--- src/rtl/seq_mag_comp_ctrl_pkg.sv ---
// Shared types and helpers for the sequential magnitude comparator controller.
package seq_cmp_pkg;

  typedef enum logic [1:0] {
    IDLE    = 2'd0,
    COMPARE = 2'd1,
    DONE    = 2'd2
  } state_t;

  // One-hot result encoding, ordered {G,E,L}
  localparam logic [2:0] RES_G = 3'b100;
  localparam logic [2:0] RES_E = 3'b010;
  localparam logic [2:0] RES_L = 3'b001;

  function automatic int cnt_w(input int width);
    return $clog2(width / 2 + 1);
  endfunction

endpackage

--- src/rtl/seq_mag_comp_ctrl_cmp2_slice.sv ---
// Combinational 2-bit unsigned comparator; exactly one of G/E/L is high.
module cmp2_slice (
  input  logic [1:0] a,
  input  logic [1:0] b,
  output logic       G,
  output logic       E,
  output logic       L
);

  logic eq1, eq0;

  assign eq1 = a[1] ~^ b[1];
  assign eq0 = a[0] ~^ b[0];
  assign E   = eq1 & eq0;
  assign G   = (a[1] & ~b[1]) | (eq1 & a[0] & ~b[0]);
  assign L   = ~G & ~E;

endmodule

--- src/rtl/seq_mag_comp_ctrl.sv ---
// MSB-first WIDTH-bit comparator built on one time-multiplexed 2-bit slice.
// Define CMP_EARLY_EXIT_EN to stop at the first unequal slice; otherwise all slices always run.
module seq_mag_comp_ctrl
  import seq_cmp_pkg::*;
#(
  parameter  int WIDTH = 8,
  localparam int CW    = cnt_w(WIDTH)
) (
  input  logic             clk,
  input  logic             rst_n,
  input  logic             start_valid,
  output logic             start_ready,
  input  logic [WIDTH-1:0] a,
  input  logic [WIDTH-1:0] b,
  output logic             res_valid,
  input  logic             res_ready,
  output logic             G,
  output logic             E,
  output logic             L,
  output logic [CW-1:0]    res_cnt,
  output logic             busy
);

  localparam int SLICES = WIDTH / 2;

  state_t           state, state_d;
  logic [WIDTH-1:0] a_r, b_r, a_d, b_d;
  logic [CW-1:0]    idx, idx_d, cnt, cnt_d, res_cnt_d;
  logic [2:0]       gel, gel_d, slice_res;
  logic             res_valid_d;
  logic [1:0]       a_sl, b_sl;
  logic             sg, se, sl;
`ifndef CMP_EARLY_EXIT_EN
  logic             decided, decided_d;
  logic [2:0]       dec, dec_d;
`endif

  assign a_sl = 2'(a_r >> {idx, 1'b0});
  assign b_sl = 2'(b_r >> {idx, 1'b0});

  cmp2_slice u_slice (.a(a_sl), .b(b_sl), .G(sg), .E(se), .L(sl));

  assign slice_res   = {sg, se, sl};
  assign start_ready = (state == IDLE);
  assign busy        = (state != IDLE);
  assign {G, E, L}   = gel;

  always_ff @(posedge clk or negedge rst_n) begin
    if (!rst_n) state <= IDLE;
    else        state <= state_d;
  end

  always_comb begin
    state_d     = state;
    a_d         = a_r;
    b_d         = b_r;
    idx_d       = idx;
    cnt_d       = cnt;
    gel_d       = gel;
    res_cnt_d   = res_cnt;
    res_valid_d = res_valid;
`ifndef CMP_EARLY_EXIT_EN
    decided_d   = decided;
    dec_d       = dec;
`endif
    case (state)
      IDLE: begin
        if (start_valid) begin
          a_d       = a;
          b_d       = b;
          idx_d     = CW'(SLICES - 1);
          cnt_d     = '0;
          gel_d     = '0;
          res_cnt_d = '0;
`ifndef CMP_EARLY_EXIT_EN
          decided_d = 1'b0;
          dec_d     = '0;
`endif
          state_d   = COMPARE;
        end
      end
      COMPARE: begin
        cnt_d = cnt + 1'b1;
`ifdef CMP_EARLY_EXIT_EN
        if (!se) begin
          gel_d       = slice_res;
          res_cnt_d   = cnt + 1'b1;
          res_valid_d = 1'b1;
          state_d     = DONE;
        end else if (idx == '0) begin
          gel_d       = RES_E;
          res_cnt_d   = CW'(SLICES);
          res_valid_d = 1'b1;
          state_d     = DONE;
        end else begin
          idx_d = idx - 1'b1;
        end
`else
        // First unequal slice wins; lower slices are walked but ignored
        if (!decided && !se) begin
          decided_d = 1'b1;
          dec_d     = slice_res;
        end
        if (idx == '0) begin
          gel_d       = decided ? dec : slice_res;
          res_cnt_d   = CW'(SLICES);
          res_valid_d = 1'b1;
          state_d     = DONE;
        end else begin
          idx_d = idx - 1'b1;
        end
`endif
      end
      DONE: begin
        if (res_ready) begin
          res_valid_d = 1'b0;
          state_d     = IDLE;
        end
      end
      default: state_d = IDLE;
    endcase
  end

  always_ff @(posedge clk or negedge rst_n) begin
    if (!rst_n) begin
      a_r       <= '0;
      b_r       <= '0;
      idx       <= '0;
      cnt       <= '0;
      gel       <= '0;
      res_cnt   <= '0;
      res_valid <= 1'b0;
`ifndef CMP_EARLY_EXIT_EN
      decided   <= 1'b0;
      dec       <= '0;
`endif
    end else begin
      a_r       <= a_d;
      b_r       <= b_d;
      idx       <= idx_d;
      cnt       <= cnt_d;
      gel       <= gel_d;
      res_cnt   <= res_cnt_d;
      res_valid <= res_valid_d;
`ifndef CMP_EARLY_EXIT_EN
      decided   <= decided_d;
      dec       <= dec_d;
`endif
    end
  end

endmodule

--- config.mk ---
export PLATFORM = sky130hd
export DESIGN_NAME = seq_mag_comp_ctrl
export DESIGN_NICKNAME = d
export VERILOG_FILES = /design/src/rtl/seq_mag_comp_ctrl_pkg.sv /design/src/rtl/seq_mag_comp_ctrl_cmp2_slice.sv /design/src/rtl/seq_mag_comp_ctrl.sv
export SDC_FILE = /design/constraint.sdc
export NUM_CORES = 1
export LEC_CHECK = 0
export ABC_AREA = 1
export ABC_CLOCK_PERIOD_IN_PS = 4500
export CAP_MARGIN = 15
export CORE_ASPECT_RATIO = 1.2
export CORE_MARGIN = 2
export CORE_UTILIZATION = 48
export CTS_BUF_LIST = sky130_fd_sc_hd__clkbuf_16
export CTS_CLUSTER_SIZE = 12
export DETAILED_ROUTE_END_ITERATION = 8
export GPL_TIMING_DRIVEN = 0
export PLACE_DENSITY = 0.74
export SETUP_SLACK_MARGIN = 0.05
export SKIP_CTS_REPAIR_TIMING = 1
export SLEW_MARGIN = 20
export SYNTH_ARGS = -nofsm -noshare
export SYNTH_HDL_FRONTEND = slang
export SYNTH_SLANG_ARGS = --single-unit
--- constraint.sdc ---
create_clock -name clk -period 4.5 [get_ports clk]
set_clock_uncertainty 0.15 [all_clocks]
set_input_delay 0.9 -clock clk [delete_from_list [all_inputs] [get_ports clk]]
set_output_delay 0.9 -clock clk [all_outputs]
set_load 0.02 [all_outputs]
### After elaboration in Yosys (flattened, before gate mapping)

Index checks and enable logic that the tools add are counted.
Widths: inputs -> output; s select.

* shifts and indexed selects: 2
* bitwise gates (word level): 12
* eq/ne operators: 7
* add/subtract/negate cells: 1
* muxes and demuxes: 21
* reduce and logical (&&, ||, !) cells: 14

Operators by type and width (count)
* $pmux 3 s2: 4
* $mux 3: 7
* $shr 8x4->2: 2
* $reduce_and 3->1: 5
* $ne 2x2->1 const B: 5
* $mux 2: 3
* $pmux 2 s3: 1
* $reduce_bool 2->1: 3
* $and 1x1->1: 5
* $mux 1: 4
* $not 1->1: 4
* $pmux 1 s2: 2
* $logic_not 3->1: 1
* $sub 3x1->3 const B: 1
* $eq 2x1->1 const B: 1
* $eq 2x2->1 const B: 1
* $logic_not 1->1: 2
* $logic_not 2->1: 1
* $reduce_and 2->1: 1
* $xnor 1x1->1: 2
* $logic_and 1x1->1: 1
* $or 1x1->1: 1

* word-level logic and storage cells: 66
* register bits after elaboration: 32
* bits of input ports: 20
* output and inout port bits: 9

### Logic depth before layout (Yosys ltp)

* depth in word-level cells: 10
* depth in mapped cells: 15
* depth with buffers taken out: 13

### Modules after synthesis

A second synthesis with hierarchy kept.

* cell total of the unflattened synthesis: 210
* area, all modules: 1569.0 µm²

By module, submodules not included
* seq_mag_comp_ctrl: times used 1, cells each 199, sequential area each 750.7 µm², area an instance 1514.0 µm²
* cmp2_slice: times used 1, cells each 11, sequential area each 0.0 µm², area an instance 55.1 µm²

### Least setup slack after synthesis

OpenSTA, ideal clock, no wires.

* path kind: flip-flop to output port
* from: reg state[1]
* to: out busy
* path slack: 2.450 ns
* data required time: 3.450 ns
* path buffers: 0
* data arrival time: 1.000 ns
* cell stages (with the launch flop): 3
* cells stage by stage: dfrtp_1 > nor2_1 > inv_1

* cells in the longest elaborated chain, start to end: 1

Ends and longest elaborated chain
* from (decl): RTL line seq_mag_comp_ctrl.sv:26 `state_t state, state_d;`
* from (signal assigned): RTL line seq_mag_comp_ctrl.sv:50 `else state <= state_d;`
* $reduce_bool 2->1: RTL line seq_mag_comp_ctrl.sv:45 `assign busy = (state != IDLE);`
* to (decl): RTL line seq_mag_comp_ctrl.sv:21 `output logic busy`

Every way passes these cells.

### Worst setup path after layout

* from: reg state[1]
* to: out start_ready

* cells in the longest elaborated chain, start to end: 1

Ends and longest elaborated chain
* $logic_not 2->1: RTL line seq_mag_comp_ctrl.sv:44 `assign start_ready = (state == IDLE);`
* to (decl): RTL line seq_mag_comp_ctrl.sv:12 `output logic start_ready,`

Every way passes these cells.

==> results.sh <==
export IMPL_outcome="complete, no violations"
export IMPL_power_share_clock_pct=19.3
export IMPL_drc=0
export IMPL_hold_depth=2
export IMPL_pwr_share_seq_pct=29.1
export IMPL_seq_area_frac_synth_pct=48.1
export IMPL_cp_max_fo=4
export IMPL_ff2ff_path_depth=15
export IMPL_rows=22
export IMPL_required_ns=3.45
export IMPL_port_buffers=26
export IMPL_drtIter0Drc=20
export IMPL_relSlewSlack_pct=56.7
export IMPL_gp_congestion=0.812
export IMPL_routedWlPerCell_um=10.8
export IMPL_finalSetupViolations=0
export IMPL_core_um2=3080
export IMPL_synth_avg_cell_area_um2=7.97
export IMPL_worst_pin_slew_ns=0.649
export IMPL_clkTransAtPathRegs_ns=0.05
export IMPL_fin_nets=253
export IMPL_overflow=0
export IMPL_power_density_nw_per_um2=781
export IMPL_swShare_pct=42.1
export IMPL_synth_distinct_cells=28
export IMPL_grt_max_degree=31
export IMPL_critPathMaxStageDelay_ns=0.63
export IMPL_routed_wl_um=2870
export IMPL_start_kind="flop"
export IMPL_die_area_um2=3730
export IMPL_max_freq_mhz=391
export IMPL_ys_warn_count=0
export IMPL_intPower_uw=903
export IMPL_min_path_type="reg2reg"
export IMPL_clk_latency_ns=0.28
export IMPL_grt_pass1_vias=1236
export IMPL_grt_usage_pct=18.8
export IMPL_viasPerCell=4.77
export IMPL_hpwl_um=2160
export IMPL_max_clock_path_buffers=2
export IMPL_post_route_period_util_pct=56.9
export IMPL_irDropWorstVdd_mv=0.458
export IMPL_worstSetupPathType="reg2out"
export IMPL_cts_made_buffers=5
export IMPL_drive_above_1_share_pct=12.6
export IMPL_ys_ff_latch=30
export IMPL_final_hold_viol_count=0
export IMPL_die_w_um=56.1
export IMPL_crit_slowest_cell="clkdlybuf4s50_1"
export IMPL_crit_path_end_kind="output pin"
export IMPL_htree_levels=2
export IMPL_start_util_pct=50.6
export IMPL_top_level_ports=29
export IMPL_fin_crit_ns=2.56
export IMPL_power_switching_uw=657
export IMPL_cts_sinks=30
export IMPL_syn_to_final_growth_pct=28.0
export IMPL_dp_cells=259
export IMPL_p_leak_uw=0.00106
export IMPL_antenna_found_initial=0
export IMPL_cts_tree="done"
export IMPL_cap_violations=0
export IMPL_rsz0062_at_grt="false"
export IMPL_final_antenna_net_count=0
export IMPL_vias=1270
export IMPL_hold_slack_ns=0.311
export IMPL_crit_path_cell_trace="nor2_1, clkdlybuf4s50_1"
export IMPL_drtPass1Iterations=4
export IMPL_grt_pass1_wl_um=5270
export IMPL_p_total_uw=1560
export IMPL_slew_viol_final=0
export IMPL_power_frac_comb_pct=51.6
export IMPL_fillerInstances=284
export IMPL_synth_cells=196
export IMPL_setup_tns_ns=0
export IMPL_n_antenna_cell=0
export IMPL_syn_area_um2=1560
export IMPL_worstPathArrival_ns=1.51
export IMPL_die_y_um=66.5
export IMPL_cts_root_buf="clkbuf_16"
export IMPL_final_cell_count_no_fill=266
-- cell families after synthesis --
logic type,Yosys count,share of synthesized area [%]
buffers and inverters,27,8.57
other,1,0.240
xor gates and xnor gates,1,0.561
adders and majority gates,3,2.40
and+or+nand+nor,115,33.3
DFF,30,48.1
AOI/OAI and AO/OA,19,6.81
-- placed cells by master, fill, tap and decap left out, types with 2 or more instances in the layout --
cell	count
ha_1	3
o22ai_1	2
nor2_1	14
inv_1	18
o31ai_1	2
nand2_1	80
o21ai_1	3
dfrtp_1	30
buf_6	2
clkdlybuf4s50_1	25
o21ai_0	7
inv_2	2
nand4_1	2
buf_4	3
nand2_2	2
a21oi_1	4
nand3_1	6
nand2_4	3
conb_1	2
clkbuf_16	5
nand3_2	3
buf_2	4
-- worst paths after layout --
kind | slack [ns] | endpoint | from
worst min register to register | 0.31 | b_r[3]$_DFFE_PN0P_ | b_r[3]$_DFFE_PN0P_
min in group asynchronous | 0.50 | b_r[7]$_DFFE_PN0P_ | rst_n
worst max-delay path | 1.94 | start_ready | state[1]$_DFFE_PN0P_
worst min-delay path | 0.31 | b_r[3]$_DFFE_PN0P_ | b_r[3]$_DFFE_PN0P_
max in group asynchronous | 3.28 | state[0]$_DFFE_PN0P_ | rst_n
worst max register to register | 2.28 | gel[0]$_DFFE_PN0P_ | idx[0]$_DFFE_PN0P_
-- worst max-delay path, delay by kind of cell (launching register included) --
| kind | cells | cell delay [ns] |
|---|---|---|
| simple gates | 1 | 0.17 |
| flops | 1 | 0.42 |
| buf+inv | 1 | 0.63 |
-- flip-flops by register name, indices dropped and copies added (netlist names) --
register   count
state          2
res_valid      1
gel            3
b_r            8
dec            3
a_r            8
idx            3
res_cnt        1
decided        1
-- metrics by stage --
| stage | area (µm²) | setup WS [ns] | utilization (%) |
|---|---|---|---|
| detailed placement | 1870 | 2.08 | 60.5 |
| floorplan | 1570 | 2.45 | - |
| CTS | 2000 | 1.93 | 64.8 |
| global placement | 1870 | 1.87 | 60.7 |
| global route | 2000 | 1.88 | 64.8 |
| finish | 2000 | 1.94 | 64.8 |
-- layer usage --
metal  vias up  track usage, %  routed length, µm
li1        671               -                  -
met1       568            20.7               1270
met2        22            32.9               1420
met3         9            3.50                 83
met4         0            12.5                 91
met5         -               0                  0
-- layout make-up --
class	count	area [µm²]	area share (%)
sequential	30	751	37.6
multi-input combinational	140	681	34.1
timing repair buffer	26	255	12.8
clock buffer	5	125	6.26
inverter	19	73.8	3.69
buffer	8	60.1	3.01
tap	36	45.0	2.25
clock inverter	2	7.51	0.376
-- Yosys cell counts --
cell | n | area, µm²
a32oi_1 | 1 | 8.76
buf_6 | 2 | 22.5
inv_4 | 1 | 6.26
buf_4 | 3 | 22.5
nor2_1 | 14 | 52.6
conb_1 | 1 | 3.75
nor2_2 | 1 | 6.26
nor2_4 | 1 | 11.3
nand2_2 | 2 | 12.5
xor2_1 | 1 | 8.76
nand3_2 | 3 | 30.0
or2_2 | 1 | 6.26
dfrtp_1 | 30 | 751
nand3b_1 | 1 | 7.51
ha_1 | 3 | 37.5
nand2_4 | 3 | 33.8
buf_2 | 3 | 15.0
nand3_4 | 1 | 17.5
inv_2 | 2 | 7.51
inv_1 | 16 | 60.1
o21ai_1 | 3 | 15.0
a21oi_1 | 4 | 20.0
nand3_1 | 6 | 30.0
o22ai_1 | 2 | 12.5
nand4_1 | 2 | 12.5
o31ai_1 | 2 | 15.0
o21ai_0 | 7 | 35.0
nand2_1 | 80 | 300
-- power groups by stage --
| stage | combinational [µW] | clock, µW | sequential [µW] |
|---|---|---|---|
| floorplan | 609 | 0 | 458 |
| global placement | 795 | 0 | 452 |
| detailed placement | 810 | 0 | 456 |
| CTS | 815 | 303 | 454 |
| global route | 926 | 320 | 468 |
| finish | 805 | 301 | 454 |
Note: power is estimated with default switching activity, not from simulation.
